File: src/rtl/priority_scan_stream_if.sv
// Handshake bundle for priority_scan_stream: vector-in stream and index-out stream.
// The slave modport is the scanner's view; master is the producer/consumer side.
interface priority_scan_stream_if #(
   parameter int VWIDTH = 32,
   parameter int AWIDTH = (VWIDTH == 1) ? 1 : $clog2(VWIDTH),
   parameter int IWIDTH = (VWIDTH == 1) ? 1 : $clog2(VWIDTH)
);
   logic              in_valid;
   logic              in_ready;
   logic [VWIDTH-1:0] in_vector;
   logic              in_dir;
   logic              in_val;
   logic              out_valid;
   logic              out_ready;
   logic [AWIDTH-1:0] out_addr;
   logic [IWIDTH-1:0] out_index;
   logic              out_last;
   logic              out_none;
   logic              out_trunc;

   modport slave (
      input  in_valid, in_vector, in_dir, in_val, out_ready,
      output in_ready, out_valid, out_addr, out_index, out_last, out_none, out_trunc
   );

   modport master (
      output in_valid, in_vector, in_dir, in_val, out_ready,
      input  in_ready, out_valid, out_addr, out_index, out_last, out_none, out_trunc
   );
endinterface

File: src/rtl/priority_scan_stream.sv
// Streaming priority scanner: accepts a vector, then emits each matching bit
// position as one output beat, in a runtime-selected direction, capped at MAX_HITS.
module priority_scan_stream #(
   parameter int VWIDTH   = 32,
   parameter int AWIDTH   = (VWIDTH == 1) ? 1 : $clog2(VWIDTH),
   parameter int MAX_HITS = VWIDTH,
   parameter int IWIDTH   = (MAX_HITS == 1) ? 1 : $clog2(MAX_HITS)
) (
   input  logic                    clk,
   input  logic                    rst,
   priority_scan_stream_if.slave   bus,
   output logic                    busy
);
   localparam int LEVELS = (VWIDTH == 1) ? 0 : $clog2(VWIDTH);
   localparam int P      = 1 << LEVELS;

   typedef enum logic {IDLE, SCAN} state_t;

   state_t            state_reg, state_next;
   logic [VWIDTH-1:0] work_reg, work_next;
   logic              dir_reg, dir_next;
   logic [IWIDTH-1:0] cnt_reg, cnt_next;

   logic [VWIDTH-1:0] scan_vec;
   logic [VWIDTH-1:0] hit_mask;
   logic [VWIDTH-1:0] rest;
   logic [AWIDTH-1:0] first_pos;
   logic [AWIDTH-1:0] hit_addr;
   logic              any_hit;
   logic              at_limit;
   logic              last_int;
   logic              in_scan;
   logic              beat_done;
   logic              accept;

   // Reversing the vector for msb-first lets one lowest-set-bit tree serve both directions.
   genvar gi;
   generate
      for (gi = 0; gi < VWIDTH; gi++) begin : g_rev
         assign scan_vec[gi] = dir_reg ? work_reg[VWIDTH-1-gi] : work_reg[gi];
      end
   endgenerate

   // Heap-ordered tree: leaves at P..2P-1, node n has children 2n (lower bits) and 2n+1.
   logic              node_v [1:2*P-1];
   logic [AWIDTH-1:0] node_i [1:2*P-1];

   generate
      for (gi = 0; gi < P; gi++) begin : g_leaf
         if (gi < VWIDTH) begin : g_real
            assign node_v[P+gi] = scan_vec[gi];
         end else begin : g_pad
            assign node_v[P+gi] = 1'b0;
         end
         assign node_i[P+gi] = AWIDTH'(gi);
      end
      for (gi = 1; gi < P; gi++) begin : g_node
         assign node_v[gi] = node_v[2*gi] | node_v[2*gi+1];
         assign node_i[gi] = node_v[2*gi] ? node_i[2*gi] : node_i[2*gi+1];
      end
   endgenerate

   assign first_pos = node_i[1];
   assign any_hit   = |work_reg;
   assign hit_addr  = dir_reg ? (AWIDTH'(VWIDTH - 1) - first_pos) : first_pos;
   assign hit_mask  = VWIDTH'(1) << hit_addr;
   assign rest      = work_reg & ~hit_mask;
   assign at_limit  = (cnt_reg == IWIDTH'(MAX_HITS - 1));

   assign in_scan   = (state_reg == SCAN);
   assign last_int  = !any_hit || (rest == '0) || at_limit;
   assign beat_done = in_scan && bus.out_ready;
   assign accept    = bus.in_valid && bus.in_ready;

   assign busy          = in_scan;
   assign bus.in_ready  = !in_scan || (beat_done && last_int);
   assign bus.out_valid = in_scan;
   assign bus.out_addr  = (in_scan && any_hit) ? hit_addr : '0;
   assign bus.out_index = in_scan ? cnt_reg : '0;
   assign bus.out_last  = in_scan && last_int;
   assign bus.out_none  = in_scan && !any_hit;
   assign bus.out_trunc = in_scan && any_hit && at_limit && (rest != '0);

   always_ff @(posedge clk or posedge rst) begin
      if (rst) begin
         state_reg <= IDLE;
         work_reg  <= '0;
         dir_reg   <= 1'b0;
         cnt_reg   <= '0;
      end else begin
         state_reg <= state_next;
         work_reg  <= work_next;
         dir_reg   <= dir_next;
         cnt_reg   <= cnt_next;
      end
   end

   always_comb begin
      state_next = state_reg;
      work_next  = work_reg;
      dir_next   = dir_reg;
      cnt_next   = cnt_reg;
      if (beat_done) begin
         work_next = rest;
         if (last_int) begin
            state_next = IDLE;
         end else begin
            cnt_next = cnt_reg + 1'b1;
         end
      end
      // A new vector wins over the retiring one when both land on the same edge.
      if (accept) begin
         state_next = SCAN;
         work_next  = bus.in_val ? bus.in_vector : ~bus.in_vector;
         dir_next   = bus.in_dir;
         cnt_next   = '0;
      end
   end
endmodule

File: src/flat_wrapper.sv
// flat-port wrapper written by rule: the top's interface ports become plain ports
module priority_scan_stream_flat 
#(
   parameter int VWIDTH   = 32,
   parameter int AWIDTH   = (VWIDTH == 1) ? 1 : $clog2(VWIDTH),
   parameter int MAX_HITS = VWIDTH,
   parameter int IWIDTH   = (MAX_HITS == 1) ? 1 : $clog2(MAX_HITS)
)
  (clk, rst, busy, bus_in_valid, bus_in_vector, bus_in_dir, bus_in_val, bus_out_ready, bus_in_ready, bus_out_valid, bus_out_addr, bus_out_index, bus_out_last, bus_out_none, bus_out_trunc);
  priority_scan_stream_if #(.VWIDTH(VWIDTH), .AWIDTH(AWIDTH), .IWIDTH(IWIDTH)) bus_i ();
  input  logic clk;
  input  logic rst;
  output logic busy;
  input wire logic [$bits(bus_i.in_valid)-1:0] bus_in_valid;
  input wire logic [$bits(bus_i.in_vector)-1:0] bus_in_vector;
  input wire logic [$bits(bus_i.in_dir)-1:0] bus_in_dir;
  input wire logic [$bits(bus_i.in_val)-1:0] bus_in_val;
  input wire logic [$bits(bus_i.out_ready)-1:0] bus_out_ready;
  output wire logic [$bits(bus_i.in_ready)-1:0] bus_in_ready;
  output wire logic [$bits(bus_i.out_valid)-1:0] bus_out_valid;
  output wire logic [$bits(bus_i.out_addr)-1:0] bus_out_addr;
  output wire logic [$bits(bus_i.out_index)-1:0] bus_out_index;
  output wire logic [$bits(bus_i.out_last)-1:0] bus_out_last;
  output wire logic [$bits(bus_i.out_none)-1:0] bus_out_none;
  output wire logic [$bits(bus_i.out_trunc)-1:0] bus_out_trunc;
  assign bus_i.in_valid = bus_in_valid;
  assign bus_i.in_vector = bus_in_vector;
  assign bus_i.in_dir = bus_in_dir;
  assign bus_i.in_val = bus_in_val;
  assign bus_i.out_ready = bus_out_ready;
  assign bus_in_ready = bus_i.in_ready;
  assign bus_out_valid = bus_i.out_valid;
  assign bus_out_addr = bus_i.out_addr;
  assign bus_out_index = bus_i.out_index;
  assign bus_out_last = bus_i.out_last;
  assign bus_out_none = bus_i.out_none;
  assign bus_out_trunc = bus_i.out_trunc;
  priority_scan_stream #(.VWIDTH(VWIDTH), .AWIDTH(AWIDTH), .MAX_HITS(MAX_HITS), .IWIDTH(IWIDTH)) u_core (.clk(clk), .rst(rst), .bus(bus_i), .busy(busy));
endmodule
File: config.mk
export PLATFORM = sky130hd
export DESIGN_NAME = priority_scan_stream_flat
export DESIGN_NICKNAME = d
export VERILOG_FILES = /design/src/rtl/priority_scan_stream_if.sv /design/src/rtl/priority_scan_stream.sv /design/src/flat_wrapper.sv
export SDC_FILE = /design/constraint.sdc
export NUM_CORES = 1
export LEC_CHECK = 0
export ABC_AREA = 1
export ABC_CLOCK_PERIOD_IN_PS = 4000
export CAP_MARGIN = 20
export CORE_MARGIN = 10
export CORE_UTILIZATION = 50
export CTS_BUF_LIST = sky130_fd_sc_hd__clkbuf_8
export DETAILED_ROUTE_END_ITERATION = 8
export PLACE_DENSITY = 0.69
export SLEW_MARGIN = 20
export SYNTH_ARGS = -nofsm -noshare
export SYNTH_HDL_FRONTEND = slang
export SYNTH_SLANG_ARGS = --single-unit
File: constraint.sdc
create_clock -name clk -period 4 [get_ports clk]
set_input_delay 0.8 -clock clk [delete_from_list [all_inputs] [get_ports clk]]
set_output_delay 0.8 -clock clk [all_outputs]
set_load 0.01 [all_outputs]
-- Word level (Yosys, flattened, before mapping)
Cells that the tools add are included.
- reductions and logical operators: 20
- bitwise gates (word level): 29
- eq/ne operators: 2
- mux-type cells: 74
- add/sub/neg operators: 2
- shift-type cells: 1
- operators by type and width (kind ; number):
    two-way mux 32 bit ; 3
    inverter 32 bit ; 2
    two-way mux 1 bit ; 50
    two-way mux 5 bit ; 7
    bitwise AND 32 bit ; 1
    logical NOT 32 bit ; 1
    nonzero test 32 bit ; 1
    OR reduction 32 bit ; 1
    left shift 1 x 5 -> 32 bit, first input constant ; 1
    OR 1 bit ; 26
    two-way mux 2 bit ; 8
    two-way mux 3 bit ; 4
    logical AND 1 bit ; 8
    two-way mux 4 bit ; 2
    adder 5 x 1 -> 5 bit, second input constant ; 1
    == test 5 bit, second input constant ; 1
    subtractor 5 bit, first input constant ; 1
    AND reduction 2 bit ; 2
    nonzero test 2 bit ; 2
    logical OR 1 bit ; 3
    logical NOT 1 bit ; 2
    inequality test 2 bit, second input constant ; 1
- output and inout bits: 16
- input bits: 38
- register bits after elaboration: 39
- word-level logic and storage cells: 132

-- Longest topological paths before layout
- depth in word-level cells: 19
- gate-level depth with buffers: 30
- depth with buffers taken out: 28

-- Least setup slack after synthesis
No wires, ideal clock.
- kind: flip-flop to output port
- start point: register u_core.dir_reg
- end point: output bus_in_ready
- arrival time: 2.813 ns
- cell stages (with the launch flop): 24
- data required time: 3.200 ns
- slack: 0.387 ns
- path buffers: 3
- path through: dfrtp_1 -> buf_4 -> nand2_1 -> inv_2 -> nor2_1 -> nand2_1 -> nor2_2 -> nand2_2 -> nor2_8 -> nand2_1 -> nand2_2 -> xor2_4 -> buf_4 -> nand4_1 -> nand2_1 -> nand2_1 -> nor2_1 -> nand2_1 -> nor2_1 -> nand2_1 -> nand2_2 -> nand2_2 -> nand2_4 -> buf_2
- word-level cells in the longest chain between the ends: 16
- elaborated cells on any way between the ends: 98
- classes of those cells: add/sub (1); shift (1); mux (63); bitwise (28); reduce/logical (5)
- ends and longest elaborated chain (item ; RTL line ; source):
    from (decl) ; priority_scan_stream.sv:21 ; logic dir_reg, dir_next;
    from (signal assigned) ; priority_scan_stream.sv:93 ; dir_reg <= dir_next;
    two-way mux 1 bit ; priority_scan_stream.sv:40 ; assign scan_vec[gi] = dir_reg ? work_reg[VWIDTH-1-gi] : work_reg[gi];
    two-way mux 1 bit or OR 1 bit (tied branches) ; priority_scan_stream.sv:59, priority_scan_stream.sv:58 ;
    two-way mux 2 bit or OR 1 bit (tied branches) ; priority_scan_stream.sv:59, priority_scan_stream.sv:58 ;
    two-way mux 3 bit or OR 1 bit (tied branches) ; priority_scan_stream.sv:59, priority_scan_stream.sv:58 ;
    two-way mux 4 bit or OR 1 bit (tied branches) ; priority_scan_stream.sv:59, priority_scan_stream.sv:58 ;
    two-way mux 5 bit ; priority_scan_stream.sv:59 ; assign node_i[gi] = node_v[2*gi] ? node_i[2*gi] : node_i[2*gi+1];
    subtractor 5 bit ; priority_scan_stream.sv:65 ; assign hit_addr = dir_reg ? (AWIDTH'(VWIDTH - 1) - first_pos) : first_pos;
    two-way mux 5 bit (*) ; priority_scan_stream.sv:65 ;
    left shift 1 x 5 -> 32 bit (*) ; priority_scan_stream.sv:66 ; assign hit_mask = VWIDTH'(1) << hit_addr;
    inverter 32 bit (*) ; priority_scan_stream.sv:67 ; assign rest = work_reg & ~hit_mask;
    bitwise AND 32 bit (*) ; priority_scan_stream.sv:67 ;
    logical NOT 32 bit (*) ; priority_scan_stream.sv:71 ; assign last_int = !any_hit || (rest == '0) || at_limit;
    logical OR 1 bit (*) (2 in a row) ; priority_scan_stream.sv:71 ;
    logical AND 1 bit (*) ; priority_scan_stream.sv:76 ; assign bus.in_ready = !in_scan || (beat_done && last_int);
    logical OR 1 bit (*) ; priority_scan_stream.sv:76 ;
    to (decl) ; flat_wrapper.sv:19 ; output wire logic [$bits(bus_i.in_ready)-1:0] bus_in_ready;
Mark *: on every way between the ends. The rest lies on a longest branch, timed or not.

-- Worst setup path after layout
Same ends and word-level chain as after synthesis.

==> impl_metrics.toml <==
[global_routing]
gr-usage-met1_pct = 30.3
grt_max_degree = 40
antenna_found_initial = 0
grt_pass1_vias = 4754
track_usage_pct = 23.0
globalRoute.busiestLayer = "met2"
gr-usage-met3_pct = 2.92
grt_first_pass_wirelength_mm = 23.8
grtUsageMet2_pct = 38.7
grt.overflow.total = 0

[logic_synthesis]
synthDominantCellAreaShare_pct = 30.1
async_flop_share_pct = 100
ys_types = 34
syn_nets = 749
ys_seq_area_share_pct = 23.6
synth_area_mm2 = 0.00413
synth.avg_cell_area_um2 = 5.83
synth-main-ff-cell = "dfrtp_1"
synth.ff_latch_count = 39
yosysTopAreaCell = "nand2_1"
synth_cells = 709
yosys_warnings = 0
synth_edf_count = 0
synthTopCellsByArea = "nand2_1, dfrtp_1, nand3_1"

[timing]
finalCritPeriodShare_pct = 109
worst_slew_pin_slew_ns = 0.908
maxSlewHeadroom_pct = 39.5
skew_ns = 0.00889
fin_crit_ns = 4.34
hold_viol_final = 0
finalSetupViolCount = 25
rsz0062_at_grt = "true"
timing.final.ws_setup_ns = -0.344
fmax_mhz = 230
setup_tns_ns = -1.49
drv_slew = 0

[layout]
final_net_count = 892
syn_to_final_growth_pct = 39.7
drive_above_1_share_pct = 20.5
diodes = 0
largest_reg_flops = 32

[flow_run]
maxCapViolations = 0

[die]
dieArea_mm2 = 0.0123
io_pins = 54
die_h_um = 111
fp.dieW_um = 111
core_mm2 = 0.00813
start_util_pct = 50.8
rows = 33

[placement]
globalplace.congestion = 0.981
port_buffers = 53
hpwl_mm = 11.2
pre_cts_ws_ns = -0.363

[routing]
via_per_inst = 5.21
via_count = 4993
dr.pass1.iters = 5
post_drt_wl_per_cell_um = 15.5
finalWirelength_mm = 14.9
detail-route-antenna-nets = 0
drt_iter0_markers = 411
drc = 0

[worst_setup_path]
worst_setup_path_start_kind = "register"
criticalPathCategory = "register to output pin"
worstSetupEndpointType = "output pin"
cp.arrival_ns = 3.54
crit_required_ns = 3.20
crit_fanout = 19

[min_path]
min_path_type = "register to register"

[clocking]
numCtsBuffers = 5
h-tree-depth = 2
clk_latency_ns = 0.30
cts_buffer_depth = 2
clock_sinks = 39
clockRootBuffer = "clkbuf_8"
cts_tree = "built"
path_clk_slew_ns = 0.09

[pwr]
p_per_area_mw_per_mm2 = 851
power.leakage_nw = 3.27
irDropWorstVdd_mv = 0.497

[status]
outcome = "finished with violations"
violations = "negative setup slack"
-- critical path: stages (launching register included) --
cell	delay (ns)
dfrtp_2	0.50
clkbuf_16	0.21
nand2_1	0.08
inv_2	0.04
nor2_2	0.12
nand2_2	0.09
nor2_4	0.13
nand2_4	0.10
buf_4	0.15
a21oi_4	0.22
xor2_4	0.22
buf_12	0.16
nand3_1	0.13
o21ai_2	0.20
nand2_1	0.08
nor2_1	0.12
nand2_1	0.06
nor2_1	0.08
nand2_1	0.09
nand2_2	0.09
nand2_2	0.07
nand2_4	0.06
clkdlybuf4s15_2	0.22
-- synthesized netlist by cell type, types with 4 or more instances --
cell	count
a21oi_1	5
buf_2	12
buf_4	9
buf_6	4
clkbuf_1	13
dfrtp_1	39
inv_1	66
inv_2	4
nand2_1	332
nand2_2	5
nand3_1	64
nand4_1	33
nor2_1	32
nor4_1	6
o21ai_0	12
o21ai_1	15
xnor2_1	20
xor2_1	12
-- power breakdown --
group	leakage [nW]	switching (W)	internal (W)
combinational	2.70	0.00223	0.00170
clock	0.0581	0.000162	0.000186
sequential	0.516	0.000123	0.000503
total	3.27	0.00252	0.00239
-- repair_timing --
item                                    in CTS  in global routing
pin swaps                                    7                  5
resized for setup                           29                 10
gates cloned                                 0                  1
buffers inserted                             5                  3
hold buffers                                 0                  0
endpoints found under the setup margin      27                 42
-- metal layers --
layer / vias up / wire length, um / share of wire [%]
met4: 0 / 283 / 1.9
li1: 2509 / - / -
met2: 163 / 7120 / 48
met3: 26 / 818 / 5.5
met1: 2295 / 6650 / 45
met5: - / 0 / 0
-- kinds of logic after synthesis --
group / synth area share (%)
simple gates: 50.0
flops: 23.6
buf+inv: 11.9
xor+xnor: 8.63
compound gates: 5.30
fa+ha+maj: 0.605
-- through the flow --
| stage | total power, W | hold WS (ns) | util, % | cell area [um^2] | instances |
|---|---|---|---|---|---|
| after global placement | 0.00413 | 0.497 | 67.5 | 5490 | 941 |
| final | 0.00491 | 0.533 | 71.0 | 5780 | 958 |
| after global routing | 0.00530 | 0.568 | 71.0 | 5780 | 958 |
| after floorplan | 0.00271 | 0.467 | - | 4130 | 709 |
| after detailed placement | 0.00417 | 0.512 | 67.5 | 5490 | 941 |
| after CTS | 0.00473 | 0.535 | 70.1 | 5700 | 954 |
-- layout by cell type (no fill, tap or decap), drive strengths merged, types with 16 or more instances in the layout --
master	count
inv	70
clkdlybuf4s50	49
dfrtp	39
nand4	33
nand2	338
o21ai	27
nor2	39
xor2	16
buf	124
nand3	64
xnor2	20
-- worst paths after layout --
check / from / end / slack [ns] / cells after the start
setup reg to reg: u_core.dir_reg$_DFFE_PP0N_ / u_core.work_reg[5]$_DFFE_PP0P_ / -0.07 / 28
min in group asynchronous: rst / u_core.work_reg[9]$_DFFE_PP0P_ / 0.93 / 3
hold reg to reg: u_core.cnt_reg[4]$_DFFE_PP0P_ / u_core.cnt_reg[4]$_DFFE_PP0P_ / 0.53 / 2
hold / removal: u_core.cnt_reg[4]$_DFFE_PP0P_ / u_core.cnt_reg[4]$_DFFE_PP0P_ / 0.53 / 2
setup / recovery: u_core.dir_reg$_DFFE_PP0N_ / bus_in_ready / -0.34 / 22
max in group asynchronous: rst / u_core.dir_reg$_DFFE_PP0N_ / 2.67 / 3
-- layout make-up --
| class | count | area (um^2) |
|---|---|---|
| Clock inverter | 3 | 43.8 |
| Inverter | 71 | 277 |
| Clock buffer | 5 | 68.8 |
| Fill cell | 757 | 2360 |
| Tap cell | 105 | 131 |
| Sequential cell | 39 | 977 |
| Timing Repair Buffer | 175 | 1530 |
| Multi-Input combinational cell | 560 | 2750 |
No activity file was read; power rests on OpenSTA's default activity.
